==> src/rtl/gfx_rom_arbiter.sv <==
// gfx_rom_arbiter
// Shares one graphics ROM/SDRAM read port among background tile fetch (BG),
// sprite fetch (SPR) and CPU reads. Priority follows the raster phase, a
// saturating wait counter bounds CPU latency, and a tag pipeline routes each
// fixed-latency return to the requester that issued it.
module gfx_rom_arbiter #(
    parameter int AW     = 17,
    parameter int DW     = 16,
    parameter int LAT    = 2,
    parameter int STARVE = 8
) (
    input  logic          clk,
    input  logic          reset,
    input  logic          hb,
    input  logic          vb,
    input  logic          bg_req,
    input  logic [AW-1:0] bg_addr,
    output logic          bg_ack,
    output logic          bg_valid,
    input  logic          spr_req,
    input  logic [AW-1:0] spr_addr,
    output logic          spr_ack,
    output logic          spr_valid,
    input  logic          cpu_req,
    input  logic [AW-1:0] cpu_addr,
    output logic          cpu_ack,
    output logic          cpu_valid,
    output logic [DW-1:0] rd_data,
    input  logic          mem_ready,
    output logic          mem_req,
    output logic [AW-1:0] mem_addr,
    input  logic [DW-1:0] mem_rdata
);

    localparam logic [1:0] OWN_BG  = 2'd0;
    localparam logic [1:0] OWN_SPR = 2'd1;
    localparam logic [1:0] OWN_CPU = 2'd2;
    localparam logic [7:0] STARVE_LIM = 8'(STARVE);

    logic          elig_bg, elig_spr, elig_cpu;
    logic          gnt_bg, gnt_spr, gnt_cpu, gnt_any;
    logic [AW-1:0] gnt_addr;
    logic [7:0]    cpu_wait;
    logic [1:0]    issue_owner;
    logic          tag_v   [LAT];
    logic [1:0]    tag_own [LAT];
    logic          ret_v;
    logic [1:0]    ret_owner;

    // A requester whose ack is showing may still hold req for this cycle; skip it
    always_comb begin
        elig_bg  = bg_req  && !bg_ack;
        elig_spr = spr_req && !spr_ack;
        elig_cpu = cpu_req && !cpu_ack;
    end

    // Phase-dependent priority select with the CPU starvation override on top
    always_comb begin
        gnt_bg  = 1'b0;
        gnt_spr = 1'b0;
        gnt_cpu = 1'b0;
        if (mem_ready) begin
            if (elig_cpu && (cpu_wait >= STARVE_LIM)) begin
                gnt_cpu = 1'b1;
            end else if (vb) begin
                if (elig_cpu)      gnt_cpu = 1'b1;
                else if (elig_spr) gnt_spr = 1'b1;
                else if (elig_bg)  gnt_bg  = 1'b1;
            end else if (hb) begin
                if (elig_spr)      gnt_spr = 1'b1;
                else if (elig_bg)  gnt_bg  = 1'b1;
                else if (elig_cpu) gnt_cpu = 1'b1;
            end else begin
                if (elig_bg)       gnt_bg  = 1'b1;
                else if (elig_spr) gnt_spr = 1'b1;
                else if (elig_cpu) gnt_cpu = 1'b1;
            end
        end
        gnt_any  = gnt_bg || gnt_spr || gnt_cpu;
        gnt_addr = gnt_cpu ? cpu_addr : (gnt_spr ? spr_addr : bg_addr);
    end

    // Issue register: strobe, address and the winner's ack all appear together
    always_ff @(posedge clk or posedge reset) begin
        if (reset) begin
            mem_req  <= 1'b0;
            mem_addr <= '0;
            bg_ack   <= 1'b0;
            spr_ack  <= 1'b0;
            cpu_ack  <= 1'b0;
        end else begin
            mem_req <= gnt_any;
            bg_ack  <= gnt_bg;
            spr_ack <= gnt_spr;
            cpu_ack <= gnt_cpu;
            if (gnt_any) begin
                mem_addr <= gnt_addr;
            end
        end
    end

    // CPU wait counter: saturating, cleared once the CPU has been served
    always_ff @(posedge clk or posedge reset) begin
        if (reset) begin
            cpu_wait <= 8'd0;
        end else if (cpu_ack) begin
            cpu_wait <= 8'd0;
        end else if (cpu_req && !gnt_cpu && (cpu_wait != 8'hFF)) begin
            cpu_wait <= cpu_wait + 8'd1;
        end
    end

    // Owner of the read currently on the memory strobe
    always_comb begin
        issue_owner = cpu_ack ? OWN_CPU : (spr_ack ? OWN_SPR : OWN_BG);
    end

    // Tag pipeline: the issue register is the head, so the last stage lines up with mem_rdata
    always_ff @(posedge clk or posedge reset) begin
        if (reset) begin
            for (int i = 0; i < LAT; i++) begin
                tag_v[i]   <= 1'b0;
                tag_own[i] <= OWN_BG;
            end
        end else begin
            tag_v[0]   <= mem_req;
            tag_own[0] <= issue_owner;
            for (int i = 1; i < LAT; i++) begin
                tag_v[i]   <= tag_v[i-1];
                tag_own[i] <= tag_own[i-1];
            end
        end
    end

    // Tail of the tag pipeline, valid while mem_rdata carries the matching read
    always_comb begin
        ret_v     = tag_v[LAT-1];
        ret_owner = tag_own[LAT-1];
    end

    // Return register: capture data and pulse the owner's valid; data holds otherwise
    always_ff @(posedge clk or posedge reset) begin
        if (reset) begin
            rd_data   <= '0;
            bg_valid  <= 1'b0;
            spr_valid <= 1'b0;
            cpu_valid <= 1'b0;
        end else begin
            bg_valid  <= ret_v && (ret_owner == OWN_BG);
            spr_valid <= ret_v && (ret_owner == OWN_SPR);
            cpu_valid <= ret_v && (ret_owner == OWN_CPU);
            if (ret_v) begin
                rd_data <= mem_rdata;
            end
        end
    end

endmodule

==> config.mk <==
export PLATFORM = sky130hd
export DESIGN_NAME = gfx_rom_arbiter
export DESIGN_NICKNAME = d
export VERILOG_FILES = /design/src/rtl/gfx_rom_arbiter.sv
export SDC_FILE = /design/constraint.sdc
export NUM_CORES = 1
export LEC_CHECK = 0
export BUFFER_PORTS_ARGS = -buffer_cell sky130_fd_sc_hd__buf_2
export CAP_MARGIN = 15
export CORE_MARGIN = 1
export CORE_UTILIZATION = 45
export CTS_CLUSTER_SIZE = 12
export DETAILED_ROUTE_END_ITERATION = 8
export GPL_TIMING_DRIVEN = 0
export PLACE_DENSITY = 0.74
export SLEW_MARGIN = 20
export SYNTH_ARGS = -nofsm -noshare
export SYNTH_HDL_FRONTEND = slang
export SYNTH_SLANG_ARGS = --single-unit
==> constraint.sdc <==
create_clock -name clk -period 3.3 [get_ports clk]
set_input_delay 0 -clock clk [delete_from_list [all_inputs] [get_ports clk]]
set_output_delay 0 -clock clk [all_outputs]
set_load 0.05 [all_outputs]
==> flow_metrics.py <==
metrics = {
    "timing": {
        "slew_violations": 0,
        "period_needed_ns": 2.54,
        "whs_ns": 0.00740,
        "relSlewSlack_pct": 56.6,
        "tns_ns": 0,
        "fin_crit_sh_pct": 77.0,
        "hold_violations": 0,
        "clock_skew_ns": 0.00905,
        "setup_violations": 0,
        "tightest_slew_ns": 0.650,
        "rsz0062_at_grt": "false",
        "max_freq_mhz": 394,
    },
    "critical_path": {
        "path_cells": "and2b_1, a21boi_0, and3b_1, buf_6, buf_12, mux2i_1, dlygate4sd3_1, a22oi_2",
        "crit_family": "buffers and inverters",
        "start_kind": "register",
        "cp-end-kind": "register",
        "cp_num_buf_inv": 3,
        "crit_slowest_cell": "dlygate4sd3_1",
        "cpPeakStageDelay_ns": 0.59,
        "cp_data_required_time_ns": 3.50,
        "arrival_ns": 2.74,
        "cp_max_fo": 10,
        "crit_type": "reg2reg",
    },
    "run": {
        "maxCapViolCount": 0,
    },
    "place": {
        "io_buffers": 114,
        "hpwl_um": 4580,
        "place_congestion": 0.803,
    },
    "yosys": {
        "synth_top_area_cell": "dfrtp_1",
        "yosys_warnings": 0,
        "synth_nets": 326,
        "ys_seq_area_share_pct": 48.5,
        "synthesis.area_um2": 2790,
        "synth_area_leaders": "dfrtp_1, mux2_2, mux2i_1, and2_1, a22oi_2",
        "ys_top_cells_by_count": "dfrtp_1, nand2_1, and2_1",
        "synth_top_flop_cell": "dfrtp_1",
        "synth_cells": 249,
        "ys_seq_elements": 54,
        "post-synth-top-count-cell": "dfrtp_1",
        "synthDistinctLibCells": 40,
        "ys_async_sr_fraction_pct": 100,
        "syn_area_per_cell_um2": 11.2,
        "synth_top_area_share_pct": 48.5,
        "synth_edf_count": 0,
    },
    "global_route": {
        "grt_pass1_vias": 2562,
        "grt_max_degree": 55,
        "grt_antenna_before_repair": 0,
        "grt_overflow_total": 0,
        "grt_pass1_wl_um": 11400,
        "grt_util_all_layers_pct": 22.8,
    },
    "power_and_ir_drop": {
        "power_uw": 1980,
        "leakage_uw": 0.00185,
        "peakVddDrop_mv": 0.296,
        "p_per_area_nw_per_um2": 503,
    },
    "die": {
        "io_pins": 115,
        "die_w_um": 80.7,
        "die_height_um": 80.7,
        "floorplan.initialDensity_pct": 46.8,
        "dieArea_um2": 6520,
        "core_area_um2": 5960,
        "num_rows": 28,
    },
    "clock_tree": {
        "post_cts_buffers": 0,
        "cts_inserted_buffers": 5,
        "clkTransAtPathRegs_ns": 0.10,
        "clk_latency_ns": 0.31,
        "root_buffer": "clkbuf_8",
        "clock_path_buffers": 2,
        "htreeDepth": 2,
        "cts.sinks": 54,
        "cts_tree": "built",
    },
    "finish": {
        "drive_gt1_share_pct": 42.5,
        "n_fill_cell": 493,
        "area_growth_pct": 41.0,
        "nets": 485,
        "fin_util_pct": 66.1,
        "antenna_cells": 0,
    },
    "detailed_routing": {
        "wl_per_cell_um": 14.4,
        "first_pass_iters": 4,
        "ant_nets": 0,
        "drc": 0,
        "totalWireLength_um": 6970,
        "vias": 2480,
        "viasPerCell": 5.12,
        "first_iter_violations": 94,
    },
    "outcome": {
        "status": "finished clean",
    },
    "min_path": {
        "hold_class": "in2reg",
    },
}
[per-layer routing]
| metal | GRT usage [%] | wire length [µm] | up-vias |
|---|---|---|---|
| met3 | 4.43 | 346 | 8 |
| met5 | 0 | 0 | - |
| met1 | 28.1 | 3020 | 1193 |
| met2 | 40.8 | 3540 | 84 |
| li1 | - | - | 1195 |
| met4 | 5.71 | 62 | 0 |
[registers in the layout (all words and copies together) (netlist names)]
name,cells
mem_req,1
ret_owner,2
cpu_ack,1
spr_valid,1
cpu_valid,1
spr_ack,1
bg_valid,1
tag_v,1
cpu_wait,8
rd_data,16
bg_ack,1
tag_own,2
ret_v,1
mem_addr,17
[kinds of logic (layout without fill, tap and decap cells)]
logic type	count (synthesis)	count (layout)	synth area share, %
AO/OA/AOI/OAI	66	66	18.7
XOR/XNOR	6	6	1.88
adder cells (fa/ha/maj)	2	2	0.897
buffers and inverters	21	181	4.53
flip-flops	54	54	48.5
multiplexers	33	33	12.6
AND/OR/NAND/NOR	67	67	13.0
[path summary, 6_finish.rpt]
check                                to        start  slack, ns  cells past startpoint
min                         mem_addr[0]  spr_addr[0]      0.007                      3
max                        mem_addr[12]      spr_ack       0.76                      8
min in group asynchronous    rd_data[0]        reset       0.34                      3
max reg2reg                mem_addr[12]      spr_ack       0.76                      8
min reg2reg                ret_owner[0]   tag_own[2]       0.36                      0
max in group asynchronous   cpu_wait[1]        reset       2.53                      3
[worst register-to-register path: stages (launching register included)]
cell,delay (ns)
dfrtp_1,0.42
and2b_1,0.36
a21boi_0,0.26
and3b_1,0.21
buf_6,0.18
buf_12,0.16
mux2i_1,0.20
dlygate4sd3_1,0.59
a22oi_2,0.05
[metrics by stage]
| step | std cells | area, µm² | worst slack [ns] |
|---|---|---|---|
| detailed placement | 438 | 3460 | 1.30 |
| CTS | 484 | 3930 | 0.795 |
| floorplan | 249 | 2790 | 1.30 |
| global placement | 438 | 3450 | 1.31 |
| finish | 484 | 3930 | 0.759 |
| global route | 484 | 3930 | 0.648 |
[power breakdown]
group | internal (µW) | switching, µW | total, µW
sequential | 756 | 81.8 | 838
combinational | 267 | 482 | 749
clock | 159 | 231 | 390
[cell type report]
class,count,area [µm²],share of cell area (%)
Sequential cell,54,1350,34.4
Multi-Input combinational cell,174,1310,33.3
Timing Repair Buffer,152,951,24.2
Buffer,16,108,2.74
Tap cell,75,93.8,2.39
Clock buffer,5,68.8,1.75
Clock inverter,3,28.8,0.732
Inverter,5,21.3,0.541
[what timing repair did]
action                    4_1_cts  5_1_grt
hold endpoints to repair       82        0
hold buffers                   38        0
resized for setup               0        0
[cells in the final DEF (no fill, tap or decap), types with 9 or more instances in the layout]
cell	netlist	final
buf_2	3	117
dfrtp_1	54	54
dlygate4sd3_1	0	38
nand2_1	21	21
and2_1	20	20
mux2i_1	17	17
mux2_2	16	16
o21ai_0	15	15
a21oi_1	11	11
nor2_1	10	10
a21oi_2	9	9
a22oi_2	9	9
(Power assumes the default switching activity.)
